$ cat config.mk
export PLATFORM = sky130hd
export DESIGN_NAME = p_dec_3x8_seq
export DESIGN_NICKNAME = d
export VERILOG_FILES = /design/src/rtl/p_dec_pkg.sv /design/src/rtl/p_dec_fifo.sv /design/src/rtl/p_dec_3x8_seq.sv
export SDC_FILE = /design/constraint.sdc
export NUM_CORES = 1
export LEC_CHECK = 0
export BUFFER_PORTS_ARGS = -buffer_cell sky130_fd_sc_hd__clkbuf_2
export CELL_PAD_IN_SITES_DETAIL_PLACEMENT = 0
export CELL_PAD_IN_SITES_GLOBAL_PLACEMENT = 1
export CORE_MARGIN = 3
export CORE_UTILIZATION = 44
export CTS_CLUSTER_DIAMETER = 80
export CTS_CLUSTER_SIZE = 25
export DETAILED_ROUTE_END_ITERATION = 10
export GPL_TIMING_DRIVEN = 1
export PLACE_DENSITY = 0.84
export SETUP_SLACK_MARGIN = 0.2
export SYNTH_ARGS = -nofsm -noshare
export SYNTH_HDL_FRONTEND = slang
export SYNTH_SLANG_ARGS = --single-unit
$ cat constraint.sdc
create_clock -name clk -period 2.05 [get_ports clk]
set_input_delay 0.205 -clock clk [delete_from_list [all_inputs] [get_ports clk]]
set_output_delay 0.205 -clock clk [all_outputs]
set_load 0.1 [all_outputs]
$ cat src/rtl/p_dec_pkg.sv
// Shared types and constants for the sequenced 3-to-8 decoder.
package p_dec_pkg;

    typedef enum logic [1:0] {
        ST_IDLE  = 2'd0,
        ST_DRIVE = 2'd1,
        ST_GAP   = 2'd2
    } state_e;

    localparam int FIFO_DEPTH      = 2;
    localparam int HOLD_CYCLES_DEF = 4;
    localparam int GAP_CYCLES_DEF  = 1;

    // Decode a 3-bit line index into a one-hot byte.
    function automatic logic [7:0] onehot3(input logic [2:0] code);
        return 8'd1 << code;
    endfunction

endpackage

$ cat src/rtl/p_dec_fifo.sv
// Two-entry, 3-bit synchronous FIFO holding accepted codes until the FSM drives them.
module p_dec_fifo
    import p_dec_pkg::*;
(
    input  logic       clk,
    input  logic       rst_n,
    input  logic       push,
    input  logic [2:0] din,
    input  logic       pop,
    output logic [2:0] dout,
    output logic       full,
    output logic       empty
);

    logic [2:0] mem_q [FIFO_DEPTH];
    logic [2:0] mem_d [FIFO_DEPTH];
    logic       wr_ptr_q, wr_ptr_d;
    logic       rd_ptr_q, rd_ptr_d;
    logic [1:0] cnt_q, cnt_d;
    logic       do_push, do_pop;

    assign full    = (cnt_q == 2'(FIFO_DEPTH));
    assign empty   = (cnt_q == 2'd0);
    assign do_push = push & ~full;
    assign do_pop  = pop & ~empty;
    assign dout    = mem_q[rd_ptr_q];

    // Next-state for storage, pointers and occupancy; push and pop may coincide.
    always_comb begin
        mem_d    = mem_q;
        wr_ptr_d = wr_ptr_q;
        rd_ptr_d = rd_ptr_q;
        if (do_push) begin
            mem_d[wr_ptr_q] = din;
            wr_ptr_d        = ~wr_ptr_q;
        end
        if (do_pop) begin
            rd_ptr_d = ~rd_ptr_q;
        end
        cnt_d = cnt_q + 2'(do_push) - 2'(do_pop);
    end

    // FIFO state registers; reset empties the queue.
    always_ff @(posedge clk or negedge rst_n) begin
        if (!rst_n) begin
            for (int i = 0; i < FIFO_DEPTH; i++) mem_q[i] <= '0;
            wr_ptr_q <= 1'b0;
            rd_ptr_q <= 1'b0;
            cnt_q    <= 2'd0;
        end else begin
            mem_q    <= mem_d;
            wr_ptr_q <= wr_ptr_d;
            rd_ptr_q <= rd_ptr_d;
            cnt_q    <= cnt_d;
        end
    end

endmodule

$ cat src/rtl/p_dec_3x8_seq.sv
// Sequenced 3-to-8 decoder: queues encoded line indices and drives each
// decoded line for HOLD_CYCLES, followed by GAP_CYCLES of idle, then IDLE.
module p_dec_3x8_seq
    import p_dec_pkg::*;
#(
    parameter int HOLD_CYCLES = HOLD_CYCLES_DEF,
    parameter int GAP_CYCLES  = GAP_CYCLES_DEF
) (
    input  logic       clk,
    input  logic       rst_n,
    input  logic [2:0] Q,
    input  logic       v,
    output logic       ready,
    output logic [7:0] D,
    output logic       busy,
    output logic       done,
    input  logic       clr_hist,
    output logic [7:0] hist
);

    state_e     state_q, state_d;
    logic [7:0] cnt_q, cnt_d;
    logic [7:0] d_q, d_d;
    logic       done_q, done_d;
    logic [7:0] hist_q, hist_d;

    logic       fifo_full, fifo_empty;
    logic [2:0] fifo_dout;
    logic       push, pop;

    // A code is taken only when offered and there is room for it.
    assign ready = ~fifo_full;
    assign push  = v & ready;
    // The FSM pulls the next code only from IDLE, which enforces the idle
    // cycle between GAP and the following drive.
    assign pop   = (state_q == ST_IDLE) & ~fifo_empty;

    p_dec_fifo u_fifo (
        .clk   (clk),
        .rst_n (rst_n),
        .push  (push),
        .din   (Q),
        .pop   (pop),
        .dout  (fifo_dout),
        .full  (fifo_full),
        .empty (fifo_empty)
    );

    // FSM next state, hold/gap counter, decoded output and history.
    always_comb begin
        state_d = state_q;
        cnt_d   = cnt_q;
        d_d     = d_q;
        done_d  = 1'b0;
        hist_d  = clr_hist ? 8'h00 : hist_q;
        case (state_q)
            ST_IDLE: begin
                if (pop) begin
                    d_d     = onehot3(fifo_dout);
                    cnt_d   = 8'(HOLD_CYCLES - 1);
                    hist_d  = hist_d | onehot3(fifo_dout);
                    state_d = ST_DRIVE;
                end
            end
            ST_DRIVE: begin
                if (cnt_q == 8'd0) begin
                    d_d     = 8'h00;
                    done_d  = 1'b1;
                    cnt_d   = 8'(GAP_CYCLES - 1);
                    state_d = ST_GAP;
                end else begin
                    cnt_d = cnt_q - 8'd1;
                end
            end
            ST_GAP: begin
                if (cnt_q == 8'd0) begin
                    state_d = ST_IDLE;
                end else begin
                    cnt_d = cnt_q - 8'd1;
                end
            end
            default: begin
                state_d = ST_IDLE;
                d_d     = 8'h00;
                cnt_d   = 8'd0;
            end
        endcase
    end

    // Registered FSM and outputs; reset drops any active or queued drive.
    always_ff @(posedge clk or negedge rst_n) begin
        if (!rst_n) begin
            state_q <= ST_IDLE;
            cnt_q   <= 8'd0;
            d_q     <= 8'h00;
            done_q  <= 1'b0;
            hist_q  <= 8'h00;
        end else begin
            state_q <= state_d;
            cnt_q   <= cnt_d;
            d_q     <= d_d;
            done_q  <= done_d;
            hist_q  <= hist_d;
        end
    end

    assign D    = d_q;
    assign done = done_q;
    assign hist = hist_q;
    assign busy = (state_q != ST_IDLE) | ~fifo_empty;

endmodule

==> flow_summary.yaml <==
synthesis:
  ys_ff_latch: 37
  ys_types: 43
  synth_edf_count: 0
  synth_area_leaders: "dfrtp_1 (51%), mux2_2 (4.3%), o2bb2ai_1 (4.3%)"
  yosysMostFrequentCell: "dfrtp_1"
  ys_seq_area_share_pct: 50.8
  synth_cells: 170
  synth_top_area_cell: "dfrtp_1"
  yosysWarnings: 0
  synth_fp_nets: 181
  ys.flop_type: "dfrtp_1"
  netlist_area_um2: 1820
  async_flop_share_pct: 100
  syn_area_per_cell_um2: 10.7
  synthTopCellsByCount: "dfrtp_1 (37), inv_1 (19), nand2_1 (10), o2bb2ai_1 (9)"
  yosys.area.top_type_share_pct: 50.8
clock_network:
  postCtsSetupRepairBufs: 0
  cts_tree: "yes"
  cts.clk_slew.worst_paths_ns: 0.07
  cts_root_buffer: "clkbuf_8"
  htreeDepth: 2
  cts_buffer_depth: 2
  cts-buffers-inserted: 5
  insertion_delay_ns: 0.28
  cts.sinks: 37
place:
  place.gp.congestion: 0.901
  dp_hpwl_um: 2760
  placed_cell_area_um2: 2020
  port-buffer-count: 25
worst_setup_path:
  crit_arrival_ns: 2.04
  cp_cell_sequence: "o21ba_2, and2_0, ha_1, inv_1, ha_1, xnor2_1, xnor2_1"
  path_max_fanout: 5
  reg2reg_depth: 7
  critPathMaxStageDelay_ns: 0.45
  worst_ep_required_time_ns: 2.26
  crit_type: "flip-flop to flip-flop"
  worstSetupStartpointType: "flip-flop"
  cpMaxStageDelayCell: "dfrtp_2"
  end_kind: "flip-flop"
status:
  status: "finished, final reports clean"
timing:
  fmax_mhz: 546
  post-route-period-util_pct: 89.3
  hold_viol: 0
  slew_violations: 0
  clock_skew_ns: 0.00957
  worst_slew_pin_slew_ns: 0.547
  rsz0062_at_grt: "yes"
  period_needed_ns: 1.83
  tns_ns: 0
  setup_viol_count_final: 0
  timing.slew.headroom_pct: 63.7
die:
  die_y_um: 70.3
  start_util_pct: 47.6
  dieArea_um2: 4950
  rows: 22
  die_w_um: 70.3
  coreArea_um2: 3830
  io_pins: 26
grt:
  grt_max_degree: 38
  track_usage_pct: 16.3
  antenna_found_initial: 0
  grt-ovfl-total: 0
  grt_pass1_vias: 1367
  grt_pass1_wl_um: 6440
worst_hold_path:
  hold_depth: 2
  hp-class: "input port to flip-flop"
flow_run:
  maxCapViolCount: 0
detailed_routing:
  wl_per_cell_um: 14.5
  num_vias: 1364
  totalWireLength_um: 3650
  drc: 0
  dr.pass1.iters: 4
  dr.first_iter.drc_count: 93
  avgViaCountPerCell: 5.41
  antenna_left: 0
finish:
  final_core_util_pct: 56.7
  nets: 214
  drive_above_1_share_pct: 28.9
  design_area_um2: 2170
  antenna_cells: 0
  area_delta_synth_final_pct: 19.1
  fill_cells: 334
-- per-stage QoR --
| stage | hold slack (ns) | setup slack, ns | instances |
|---|---|---|---|
| 3_5_place_dp | 0.276 | 0.229 | 243 |
| 4_1_cts | 0.164 | 0.203 | 252 |
| 6_report | 0.162 | 0.219 | 252 |
| 2_1_floorplan | -0.0906 | 0.293 | 170 |
| 3_3_place_gp | 0.270 | 0.291 | 243 |
| 5_1_grt | 0.156 | 0.107 | 252 |
-- layer usage --
layer  share of wire (%)  up-vias  global-route usage (%)
met3                 4.3        2                    5.04
met4                0.49        0                    4.26
li1                    -      675                       -
met1                  48      662                    21.7
met2                  47       25                    25.8
met5                   0        -                       0
-- flip-flops by register name, summed over array words and instances, names as in the netlist, 2 cells and up --
register	flops
D	8
cnt_q	8
hist	8
state_q	2
u_fifo.cnt_q	2
u_fifo.mem_q	6
-- final cells by class --
class | count | area [um2] | share of cell area (%)
well taps | 48 | 60.1 | 2.77
inverters | 20 | 75.1 | 3.46
flip-flops and latches | 37 | 927 | 42.7
repair buffers | 32 | 183 | 8.42
multi-input cells | 107 | 808 | 37.3
clock inverters | 1 | 30.0 | 1.38
clock buffers | 7 | 86.3 | 3.98
-- what timing repair did --
item                       in CTS  in global routing
hold endpoints to repair       37                  0
resized for setup               1                  6
setup endpoints to repair       1                 11
pin swaps                       0                  1
hold buffers                    1                  0
-- final timing paths --
| path | startpoint | end | slack, ns |
|---|---|---|---|
| worst max-delay path | u_fifo.cnt_q[1]$_DFF_PN0_ | u_fifo.cnt_q[1]$_DFF_PN0_ | 0.22 |
| worst max register to register | u_fifo.cnt_q[1]$_DFF_PN0_ | u_fifo.cnt_q[1]$_DFF_PN0_ | 0.22 |
| worst min register to register | D[1]$_DFFE_PN0P_ | D[1]$_DFFE_PN0P_ | 0.49 |
| worst min-delay path | Q[0] | u_fifo.mem_q[0]$_DFFE_PN0P_ | 0.16 |
| max in group asynchronous | rst_n | u_fifo.cnt_q[1]$_DFF_PN0_ | 1.21 |
| min in group asynchronous | rst_n | done$_DFF_PN0_ | 0.50 |
-- worst max-delay path, delay by kind of cell, from the launching register on --
| kind | cells | cell delay (ns) |
|---|---|---|
| fa+ha+maj | 2 | 0.48 |
| flops | 1 | 0.45 |
| xor+xnor | 2 | 0.31 |
| compound gates | 1 | 0.25 |
| simple gates | 1 | 0.22 |
| buf+inv | 1 | 0.04 |
-- placed cells by master, fill, tap and decap left out, types with 2 or more instances in the layout --
cell type	netlist	layout
a21oi_1	6	6
o2bb2ai_1	9	9
dfrtp_1	37	36
clkbuf_8	0	6
clkbuf_2	0	24
nand2_1	10	10
nand2b_1	4	3
o211ai_1	2	2
o22ai_1	8	8
nor3_1	3	3
mux2_2	7	7
inv_1	19	17
o21ai_0	3	3
nor2_1	8	8
a211oi_1	2	2
ha_1	4	3
inv_2	1	3
mux2i_1	4	4
buf_4	2	6
a211o_1	2	2
xnor2_1	3	3
nand3b_1	4	4
nand3_1	7	7
xor2_1	2	2
-- kinds of logic (layout without fill, tap and decap cells) --
logic type | count (synthesis) | count (layout) | share of synthesized area (%)
compound gates | 42 | 42 | 17.9
xor+xnor | 5 | 5 | 2.40
fa+ha+maj | 4 | 4 | 2.75
buf+inv | 26 | 60 | 5.77
flops | 37 | 37 | 50.8
mux | 11 | 11 | 6.53
simple gates | 45 | 45 | 13.9
Power is not shown: default switching activity piles up to over one toggle a cycle in this logic, so the estimate is an artifact.
